<file path="src/rtl/tt_pkg.sv">
// Shared types and width helpers for the truth-table sweeper.
package tt_pkg;

    typedef enum logic [1:0] {
        IDLE   = 2'd0,
        DRIVE  = 2'd1,
        SAMPLE = 2'd2,
        DONE   = 2'd3
    } tt_state_e;

    // Wide enough for settle values up to 15.
    localparam int SETTLE_W = 4;

    function automatic int table_width(input int nin);
        return 1 << nin;
    endfunction

endpackage

</file>
<file path="src/rtl/tt_vec_counter.sv">
// Vector counter plus settle counter for the sweeper; vec saturates at all ones.
module tt_vec_counter
    import tt_pkg::*;
#(
    parameter int NIN    = 4,
    parameter int SETTLE = 1
) (
    input  logic           clk,
    input  logic           rst,
    input  logic           clr,
    input  logic           settle_inc,
    input  logic           vec_inc,
    output logic [NIN-1:0] vec,
    output logic           last_vec,
    output logic           settle_done
);

    logic [SETTLE_W-1:0] settle_cnt;

    assign last_vec    = (vec == {NIN{1'b1}});
    assign settle_done = (settle_cnt == SETTLE_W'(SETTLE - 1));

    always_ff @(posedge clk or posedge rst) begin
        if (rst) begin
            vec        <= '0;
            settle_cnt <= '0;
        end else if (clr) begin
            vec        <= '0;
            settle_cnt <= '0;
        end else if (vec_inc) begin
            // Moving to the next vector restarts the settle window.
            settle_cnt <= '0;
            if (!last_vec)
                vec <= vec + NIN'(1);
        end else if (settle_inc) begin
            settle_cnt <= settle_cnt + SETTLE_W'(1);
        end
    end

endmodule

</file>
<file path="src/rtl/truth_table_sweeper.sv">
// Sweeps every input vector of a combinational function and records its truth table.
// Build option: TT_ONES_COUNT_EN adds a registered count of 1 bits in the table.
module truth_table_sweeper
    import tt_pkg::*;
#(
    parameter int NIN    = 4,
    parameter int SETTLE = 1
) (
    input  logic                        clk,
    input  logic                        rst,
    input  logic                        start,
    input  logic                        s_in,
    output logic [NIN-1:0]              vec,
    output logic                        busy,
    output logic                        done,
    output logic [table_width(NIN)-1:0] table_out,
`ifdef TT_ONES_COUNT_EN
    output logic [NIN:0]                ones,
`endif
    output tt_state_e                   fsm_state
);

    tt_state_e state;
    logic      clr;
    logic      settle_inc;
    logic      vec_inc;
    logic      last_vec;
    logic      settle_done;

    assign fsm_state = state;

    tt_vec_counter #(
        .NIN    (NIN),
        .SETTLE (SETTLE)
    ) u_cnt (
        .clk         (clk),
        .rst         (rst),
        .clr         (clr),
        .settle_inc  (settle_inc),
        .vec_inc     (vec_inc),
        .vec         (vec),
        .last_vec    (last_vec),
        .settle_done (settle_done)
    );

    always_comb begin
        clr        = 1'b0;
        settle_inc = 1'b0;
        vec_inc    = 1'b0;
        case (state)
            IDLE, DONE: clr        = start;
            DRIVE:      settle_inc = !settle_done;
            SAMPLE:     vec_inc    = 1'b1;
            default:    ;
        endcase
    end

    always_ff @(posedge clk or posedge rst) begin
        if (rst) begin
            state     <= IDLE;
            busy      <= 1'b0;
            done      <= 1'b0;
            table_out <= '0;
`ifdef TT_ONES_COUNT_EN
            ones      <= '0;
`endif
        end else begin
            case (state)
                // start is only looked at here, so it is ignored while busy.
                IDLE, DONE: begin
                    if (start) begin
                        state     <= DRIVE;
                        busy      <= 1'b1;
                        done      <= 1'b0;
                        table_out <= '0;
`ifdef TT_ONES_COUNT_EN
                        ones      <= '0;
`endif
                    end
                end
                DRIVE: begin
                    if (settle_done)
                        state <= SAMPLE;
                end
                SAMPLE: begin
                    table_out[vec] <= s_in;
`ifdef TT_ONES_COUNT_EN
                    ones <= ones + {{NIN{1'b0}}, s_in};
`endif
                    if (last_vec) begin
                        state <= DONE;
                        busy  <= 1'b0;
                        done  <= 1'b1;
                    end else begin
                        state <= DRIVE;
                    end
                end
                default: state <= IDLE;
            endcase
        end
    end

endmodule

</file>
<file path="config.mk">
export PLATFORM = sky130hd
export DESIGN_NAME = truth_table_sweeper
export DESIGN_NICKNAME = d
export VERILOG_FILES = /design/src/rtl/tt_pkg.sv /design/src/rtl/tt_vec_counter.sv /design/src/rtl/truth_table_sweeper.sv
export SDC_FILE = /design/constraint.sdc
export NUM_CORES = 1
export LEC_CHECK = 0
export BUFFER_PORTS_ARGS = -buffer_cell sky130_fd_sc_hd__buf_2
export CAP_MARGIN = 40
export CORE_ASPECT_RATIO = 0.8
export CORE_MARGIN = 8
export CORE_UTILIZATION = 50
export CTS_BUF_LIST = sky130_fd_sc_hd__clkbuf_4 sky130_fd_sc_hd__clkbuf_8 sky130_fd_sc_hd__clkbuf_16
export DETAILED_ROUTE_END_ITERATION = 10
export PLACE_DENSITY_LB_ADDON = 0.15
export SLEW_MARGIN = 5
export SYNTH_ARGS = -nofsm -noshare
export SYNTH_HDL_FRONTEND = slang
export SYNTH_SLANG_ARGS = --single-unit
export TNS_END_PERCENT = 100
</file>
<file path="constraint.sdc">
create_clock -name clk -period 2.5 [get_ports clk]
set_input_delay 0.25 -clock clk [delete_from_list [all_inputs] [get_ports clk]]
set_output_delay 0.25 -clock clk [all_outputs]
set_load 0.005 [all_outputs]
</file>
==> qor.yml, run 1 <==
layout_commonest_cell: "dfrtp_1"
cp-start-kind: "flip-flop"
drt-initial-drc-count: 136
worstMarginPinSlew_ns: 0.6307
synth_seq_cells: 28
yosysTopAreaCell: "dfrtp_1"
synth_top_area_frac: 0.4494
io_pins: 28
grt_pass1_vias: 1302
grt_pass1_wl_mm: 6.168
final_cell_mix: "28 x dfrtp_1, 27 x buf_2, 24 x inv_1"
numCtsBuffers: 3
final-max-slew-violation-count: 0
utilization: 0.5856
dr_total_vias: 1375
dr.pass1.iters: 5
areaGrowthSynthToFinish_pct: 14.21
fin_nets: 213
period_minus_slack_ns: 1.772
cts_buffer_depth: 2
ys_types: 30
r2r_end: "u_cnt.vec[3]"
synth_edf_count: 0
post-route-drc-count: 0
hold_viol_final: 0
whs_ns: 0.02604
ctsRootBufferMaster: "clkbuf_8"
power_density_mw_per_mm2: 816.9
setup_viol: 0
use_met1: 0.1922
yosysSeqAreaShare: 0.4494
relSlewSlack: 0.5795
die-area_mm2: 0.005172
min_period_over_period: 0.7087
routed_via_density: 5.753
numClockSinks: 28
max_freq_ghz: 0.5644
syn_area_mm2: 0.001559
cts_tree: "yes"
num_rows: 18
r2r_start: "fsm_state[0]"
instances_no_fill: 239
fill_cells: 289
postCtsHoldBufs: 0
grt_max_degree: 29
io_buffers: 27
routed_wl_mm: 3.713
synth.area.top_cells: "dfrtp_1 45%, a21oi_1 7.4%, ha_1 7.2%"
antenna_found_initial: 0
required_ns: 2.71
synthCells: 173
clk_latency_ns: 0.28
timing_worst_setup_path_type: "flip-flop to flip-flop"
dp_cells: 235
grtUsageMet3: 0.05707
synth_flop_cell: "dfrtp_1"
grt_use_met2: 0.2136
cts_htree_levels: 1
routabilityCongestion: 0.8817
grt_util_all_layers: 0.1472
tns_ns: 0
cts_setup_buffers: 0
multiInputGateArea_um2: 726.9
cts_resized: 0
ant_nets: 0
layout-drive-gt1-share: 0.2060
leakage_nw: 0.8309
design_area_mm2: 0.001780
syn_nets: 186
start_util: 0.5128
rsz0062_at_grt: "no"
post_drt_wl_per_cell_um: 15.54
core_area_mm2: 0.003040
die_w_um: 78.43
crit_fanout: 26
clock_skew_ns: 0.006322
status: "complete, no violations"
globalRouteOverflowTotal: 0
maxCapViolCount: 0
synth_area_per_cell_um2: 9.012
vdd_ir_drop_max_uv: 511.2
reg2reg_depth: 6
placed_cell_area_mm2: 0.001725
hold_path.class: "input port to asynchronous set/reset pin"
reg2reg_slack_ns: 0.73
grt_busiest_layer: "met2"
ys_async_sr_fraction: 1.000
seq_area_um2: 700.7
antenna_cells: 0
end_kind: "flip-flop"
die_h_um: 65.95
worstPathArrival_ns: 1.98
dp_hpwl_mm: 2.657
clk_pin_slew_ns: 0.09
ys_warn_count: 0
==> worst max path at each step <==
stage	end	start
after floorplan	table_out[4]	fsm_state[0]
after global placement	table_out[7]	fsm_state[0]
after detailed placement	table_out[7]	fsm_state[0]
after CTS	table_out[7]	fsm_state[0]
after global routing	u_cnt.vec[3]	fsm_state[0]
final	u_cnt.vec[3]	fsm_state[0]
==> critical path, cell delays in order, from the launching register on <==
cell	delay [ns]
dfrtp_1	0.42
inv_1	0.09
ha_1	0.26
buf_4	0.31
nand4_1	0.14
or3_1	0.34
a21oi_1	0.14
==> cells in the mapped netlist (3+ instances only) <==
master and count:
nand4_1 6, buf_2 5, inv_1 24, nand2b_1 3
dfrtp_1 28, nor2_1 3, o22ai_1 15, or3b_2 4
or3_1 3, nand2_1 9, a21oi_1 23, nand3_1 11
o21ai_0 7, ha_1 9, nand3b_1 8
==> cells by family (layout without fill, tap and decap cells) <==
group / Yosys count / after routing / synth area share
mux: 2 / 2 / 0.01525
simple gates: 55 / 55 / 0.2103
compound gates: 46 / 46 / 0.1629
flops: 28 / 28 / 0.4494
fa+ha+maj: 9 / 9 / 0.07223
xor+xnor: 1 / 1 / 0.005619
buf+inv: 32 / 58 / 0.08427
==> power breakdown <==
group	total, W	switching, W	internal, W
combinational	0.000635	0.000396	0.000240
sequential	0.000540	0.0000472	0.000493
clock	0.000279	0.000137	0.000141
==> registers in the layout (all words and copies together), names as in the netlist <==
| name | count |
|---|---|
| u_cnt.settle_cnt | 4 |
| done | 1 |
| u_cnt.vec | 4 |
| busy | 1 |
| table_out | 16 |
| fsm_state | 2 |
==> layout make-up <==
| cell class | count | area share |
|---|---|---|
| Clock buffer | 4 | 0.03092 |
| Inverter | 24 | 0.05060 |
| Multi-Input combinational cell | 113 | 0.4083 |
| Sequential cell | 28 | 0.3935 |
| Tap cell | 40 | 0.02811 |
| Timing Repair Buffer | 30 | 0.08855 |
==> per-layer routing <==
layer / part of all wire / up-vias
met5: 0 / -
met4: 0.012 / 0
met3: 0.081 / 6
met2: 0.44 / 52
met1: 0.46 / 664
li1: - / 653
==> per-stage QoR <==
stage | worst slack, ns | power, W
floorplan | 0.8822 | 0.001001
global placement | 0.8336 | 0.001141
detailed placement | 0.7726 | 0.001172
CTS | 0.7555 | 0.001451
global route | 0.6271 | 0.001548
finish | 0.7282 | 0.001454
(Power assumes the default switching activity.)
==> run 2: changes to the inputs <==
ABC_AREA = 1   (was unset)
clock period = 1.77 ns   (was 2.5 ns; I/O delays follow)
==> run 2 against run 1 <==
Effect of this change:
- sequential share of layout area is 0.33 points higher
- power up 53%
- synthesized cell count is 13% higher
- synthesized area down 3.2%
- via count decreased by 0.15%
- critical path depth grew 1
==> qor.yml, run 2 <==
whs_ns: 0.1765
synthMostInstantiatedCell: "nand2_1"
cts_htree_levels: 1
die_h_um: 65.14
die_w_um: 77.42
design_area_mm2: 0.001765
fin_nets: 241
grt_use_met2: 0.2288
clk_pin_slew_ns: 0.10
largest_reg_flops: 16
period_minus_slack_ns: 1.672
dr.pass1.iters: 4
fin_ws_ns: 0.09829
globalRouteOverflowTotal: 0
clk_latency_ns: 0.27
final_cell_mix: "66 x nand2_1, 28 x dfrtp_1, 27 x buf_2"
antenna_cells: 0
final-max-slew-violation-count: 0
synth_seq_cells: 28
cts_buffer_depth: 2
clock_skew_ns: 0.005134
ant_nets: 0
drt-initial-drc-count: 172
hp-start: "s_in"
ctsRootBufferMaster: "clkbuf_8"
grt_util_all_layers: 0.1424
preCtsSetupSlack_ns: 0.1093
power_density_mw_per_mm2: 1260
cts_tree: "yes"
grt_pass1_wl_mm: 5.913
numClockSinks: 28
numCtsBuffers: 3
routabilityCongestion: 0.8134
synth.area.top_cells: "dfrtp_1 46%, nand2_1 16%, ha_1 7.5%"
areaGrowthSynthToFinish_pct: 17.00
dp_hpwl_mm: 2.531
routed_wl_mm: 3.484
dp_cells: 261
num_rows: 18
timing_worst_setup_path_type: "flip-flop to flip-flop"
setup_viol: 0
status: "complete, no violations"
post-route-drc-count: 0
top_register: "table_out"
syn_nets: 209
grt_pass1_vias: 1343
ys_async_sr_fraction: 1.000
min_period_over_period: 0.9445
hold_viol_final: 0
top_regs: "table_out (16), u_cnt.settle_cnt (4), u_cnt.vec (4)"
maxCapViolCount: 0
core_area_mm2: 0.002973
io_buffers: 27
p_total_w: 0.002224
synth_area_per_cell_um2: 7.699
synth_common_cells: "66 x nand2_1, 28 x dfrtp_1, 22 x nor2_1"
relSlewSlack: 0.7596
routed_via_density: 5.142
syn_area_mm2: 0.001509
antenna_found_initial: 0
grt_max_degree: 29
vdd_ir_drop_max_uv: 707.7
dr_total_vias: 1373
cp-start-kind: "flip-flop"
synthCells: 196
worstPathArrival_ns: 1.87
leakage_nw: 0.9718
ys_types: 20
instances_no_fill: 267
ys_warn_count: 0
synth_top_area_frac: 0.4643
crit_fanout: 5
startpoint: "fsm_state[0]"
use_met1: 0.1799
die-area_mm2: 0.005043
synth_edf_count: 0
layout_commonest_cell: "nand2_1"
end_kind: "flip-flop"
hold_path.class: "input port to flip-flop"
synth_flop_cell: "dfrtp_1"
grtUsageMet3: 0.04632
r2r_start: "fsm_state[0]"
io_pins: 28
yosysSeqAreaShare: 0.4643
max_freq_ghz: 0.5982
start_util: 0.5076
worstMarginPinSlew_ns: 0.3606
yosysTopAreaCell: "dfrtp_1"
post_drt_wl_per_cell_um: 13.05
required_ns: 1.97
grt_busiest_layer: "met2"
placed_cell_area_mm2: 0.001680
layout-drive-gt1-share: 0.1806
==> run 2: cell types whose count changed after synthesis, moves of 3 or more <==
cell	before	now
nand3b_1	8	0
or3_1	3	0
a21oi_1	23	6
o22ai_1	15	0
buf_2	5	1
o21ai_0	7	11
nand2b_1	3	0
nand2_1	9	66
or3b_2	4	0
nor2_1	3	22
inv_1	24	18
nand2_2	0	3
o21ai_1	0	11
nand4_1	6	1
==> run 2: final cells by class <==
| cell class | count | area, um^2 |
|---|---|---|
| repair buffers | 32 | 187.7 |
| fillers | 295 | 1207 |
| flip-flops and latches | 28 | 700.7 |
| multi-input cells | 143 | 691.9 |
| inverters | 20 | 80.08 |
| clock buffers | 4 | 55.05 |
| well taps | 40 | 50.05 |
==> run 2: worst max-delay path, stage by stage (launching register included) <==
cell,delay [ns]
dfrtp_1,0.44
inv_1,0.07
ha_1,0.37
nand2_2,0.15
inv_1,0.08
nor2_1,0.23
o21ai_0,0.14
nor2_1,0.12
==> run 2: power breakdown <==
group          internal [W]  total (W)  leakage [nW]  switching, W
combinational      0.000380    0.00102         0.560      0.000639
clock              0.000199   0.000394        0.0288      0.000195
sequential         0.000725   0.000811         0.383     0.0000857
==> run 2: per-layer routing <==
metal	part of all wire	vias to the layer above
met5	0	-
met4	0.0066	0
met3	0.068	4
met2	0.46	48
met1	0.47	641
li1	-	680
==> run 2: final timing paths <==
kind	depth (start not counted)	slack, ns	to
max	7	0.1	u_cnt.settle_cnt[1]
min	3	0.18	table_out[7]
max reg2reg	7	0.1	u_cnt.settle_cnt[1]
min reg2reg	2	0.47	table_out[0]
max in group asynchronous	4	1.00	table_out[3]
min in group asynchronous	4	0.50	table_out[12]
==> run 2: cell families after synthesis <==
group	count (synthesis)	synth area share
DFF	28	0.4643
AOI/OAI and AO/OA	30	0.1086
and+or+nand+nor	104	0.2753
buffers and inverters	25	0.07710
adders and majority gates	9	0.07463
==> run 2: timing repair <==
action	4_1_cts	5_1_grt
hold buffers	1	0
resized for setup	0	0
hold endpoints to repair	28	0
endpoints found under the setup margin	0	7
setup buffers	0	1
==> run 2: metrics by stage <==
step / util / TNS, ns
after floorplan: - / 0
after global placement: 0.5652 / 0
after detailed placement: 0.5652 / 0
after CTS: 0.5871 / 0
after global routing: 0.5939 / -0.01410
final: 0.5939 / 0
==> run 3: changes to the inputs <==
SYNTH_HIERARCHICAL = 1   (was unset)
==> run 3 against run 2 <==
Effect of this change:
- via count rose by 7.1%
- cell area rose by 7.3%
- final cell count rose by 12%
- utilization rose by 2.9 points
- synthesized area rose by 4.5%
- critical endpoint is now u_cnt/vec[1]
- highest routed layer unchanged
==> qor.yml, run 3 <==
grt_max_degree: 21
relSlewSlack: 0.7140
worstMarginPinSlew_ns: 0.4274
synth_common_cells: "100 x nand2_1, 28 x dfrtp_1, 21 x inv_1, 21 x nand3_1, 15 x nor2_1"
layout-drive-gt1-share: 0.2046
hold_path.class: "input port to flip-flop"
cp-start-kind: "flip-flop"
core_area_mm2: 0.003040
required_ns: 1.93
clk_pin_slew_ns: 0.09
final_cell_mix: "100 x nand2_1, 28 x dfrtp_1, 27 x buf_2"
hold_viol_final: 0
syn_area_mm2: 0.001577
cts_htree_levels: 1
fin_nets: 271
power_density_mw_per_mm2: 1354
dr_total_vias: 1471
timing_worst_setup_path_type: "flip-flop to flip-flop"
seq_area_um2: 700.7
top_register: "table_out"
synth_edf_count: 0
synthCells: 219
vdd_ir_drop_max_uv: 649.3
grt_pass1_wl_mm: 6.699
rsz0062_at_grt: "no"
syn_nets: 229
period_minus_slack_ns: 1.620
instances_no_fill: 299
num_rows: 18
drt-initial-drc-count: 97
utilization: 0.6230
multiInputGateArea_um2: 780.7
post_drt_wl_per_cell_um: 11.97
clock_skew_ns: 0.004584
ys_types: 21
synth.area.top_cells: "dfrtp_1 44%, nand2_1 24%, nand3_1 6.7%"
cts_tree: "yes"
yosysSeqAreaShare: 0.4444
top_regs: "table_out (16), u_cnt/settle_cnt (4), u_cnt/vec (4)"
leakage_nw: 1.061
ant_nets: 0
yosysTopAreaCell: "dfrtp_1"
synthMostInstantiatedCell: "nand2_1"
dp_cells: 295
dr.pass1.iters: 4
tns_ns: 0
fill_cells: 297
die_h_um: 66.23
globalRouteOverflowTotal: 0
setup_viol: 0
design_area_mm2: 0.001894
status: "complete, no violations"
numClockSinks: 28
synth_top_area_frac: 0.4444
end_kind: "flip-flop"
areaGrowthSynthToFinish_pct: 20.16
synth_area_per_cell_um2: 7.199
min_period_over_period: 0.9154
ys_warn_count: 6
clk_latency_ns: 0.27
maxCapViolCount: 0
die_w_um: 78.78
start_util: 0.5185
routabilityCongestion: 0.8727
reg2reg_slack_ns: 0.15
numCtsBuffers: 3
die-area_mm2: 0.005217
io_buffers: 27
p_total_w: 0.002564
dp_hpwl_mm: 2.699
layout_commonest_cell: "nand2_1"
max_freq_ghz: 0.6172
crit_fanout: 6
io_pins: 28
worstPathArrival_ns: 1.78
grt_pass1_vias: 1525
final-max-slew-violation-count: 0
ctsRootBufferMaster: "clkbuf_8"
routed_via_density: 4.920
largest_reg_flops: 16
synth_flop_cell: "dfrtp_1"
synth_seq_cells: 28
post-route-drc-count: 0
cts_buffer_depth: 2
antenna_cells: 0
placed_cell_area_mm2: 0.001838
grt_util_all_layers: 0.1560
ys_async_sr_fraction: 1.000
antenna_found_initial: 0
routed_wl_mm: 3.579
[run 3: cell count changes after synthesis, sizes merged, moves of 2 or more]
| cell | change |
|---|---|
| o21ai | -10 |
| or2 | +3 |
| nand3 | +12 |
| nor3 | -2 |
| ha | -3 |
| nand2 | +31 |
| a21oi | -3 |
| nor2 | -6 |
[run 3: repair_timing]
| action | CTS | global route |
|---|---|---|
| endpoints found under the setup margin | 0 | 5 |
| resized for setup | 0 | 4 |
| buffers inserted | 0 | 0 |
| hold buffers | 1 | 0 |
| endpoints found under the hold margin | 28 | 0 |
[run 3: final cells by class]
class	count	share of cell area
tap	40	0.02642
timing repair buffer	41	0.1281
clock buffer	3	0.02180
inverter	21	0.04161
multi-input combinational	166	0.4122
sequential	28	0.3699
[run 3: kinds of logic after synthesis]
logic type,Yosys count,synth area share
compound gates,16,0.06270
xor+xnor,1,0.005557
fa+ha+maj,6,0.04762
buf+inv,25,0.06349
simple gates,143,0.3762
flops,28,0.4444
[run 3: per-layer routing]
layer | vias up | share of wire | GRT usage
li1 | 766 | - | -
met1 | 664 | 0.48 | 0.1877
met2 | 34 | 0.45 | 0.2642
met3 | 7 | 0.061 | 0.05027
met4 | 0 | 0.0095 | 0.03917
met5 | - | 0 | 0
[run 3: final timing paths]
kind / endpoint / from / cells past startpoint
setup reg to reg: u_cnt/vec[1] / fsm_state[0] / 9
hold / removal: busy / start / 5
setup / recovery: u_cnt/vec[1] / fsm_state[0] / 9
hold reg to reg: table_out[12] / table_out[12] / 2
min in group asynchronous: u_cnt/vec[0] / rst / 3
max in group asynchronous: table_out[0] / rst / 4
[run 3: report_power, final]
group	total [W]	switching [W]	internal (W)
Clock	0.000340	0.000188	0.000153
Combinational	0.00137	0.000819	0.000549
Sequential	0.000856	0.0000993	0.000757
Total	0.00256	0.00111	0.00146
[run 3: metrics by stage]
step	setup slack (ns)	hold slack [ns]
detailed placement	0.1265	0.1630
floorplan	0.1980	-0.007342
global route	0.02796	0.4316
global placement	0.1423	0.1589
finish	0.1498	0.3858
CTS	0.1033	0.3770
[run 3: worst max-delay path, stage by stage, from the launching register on]
cell	delay (ns)
dfrtp_1	0.41
inv_1	0.08
ha_2	0.37
nand2_1	0.09
inv_1	0.16
nor2_2	0.07
inv_1	0.09
o21ai_4	0.09
nand2_1	0.06
o21ai_0	0.07
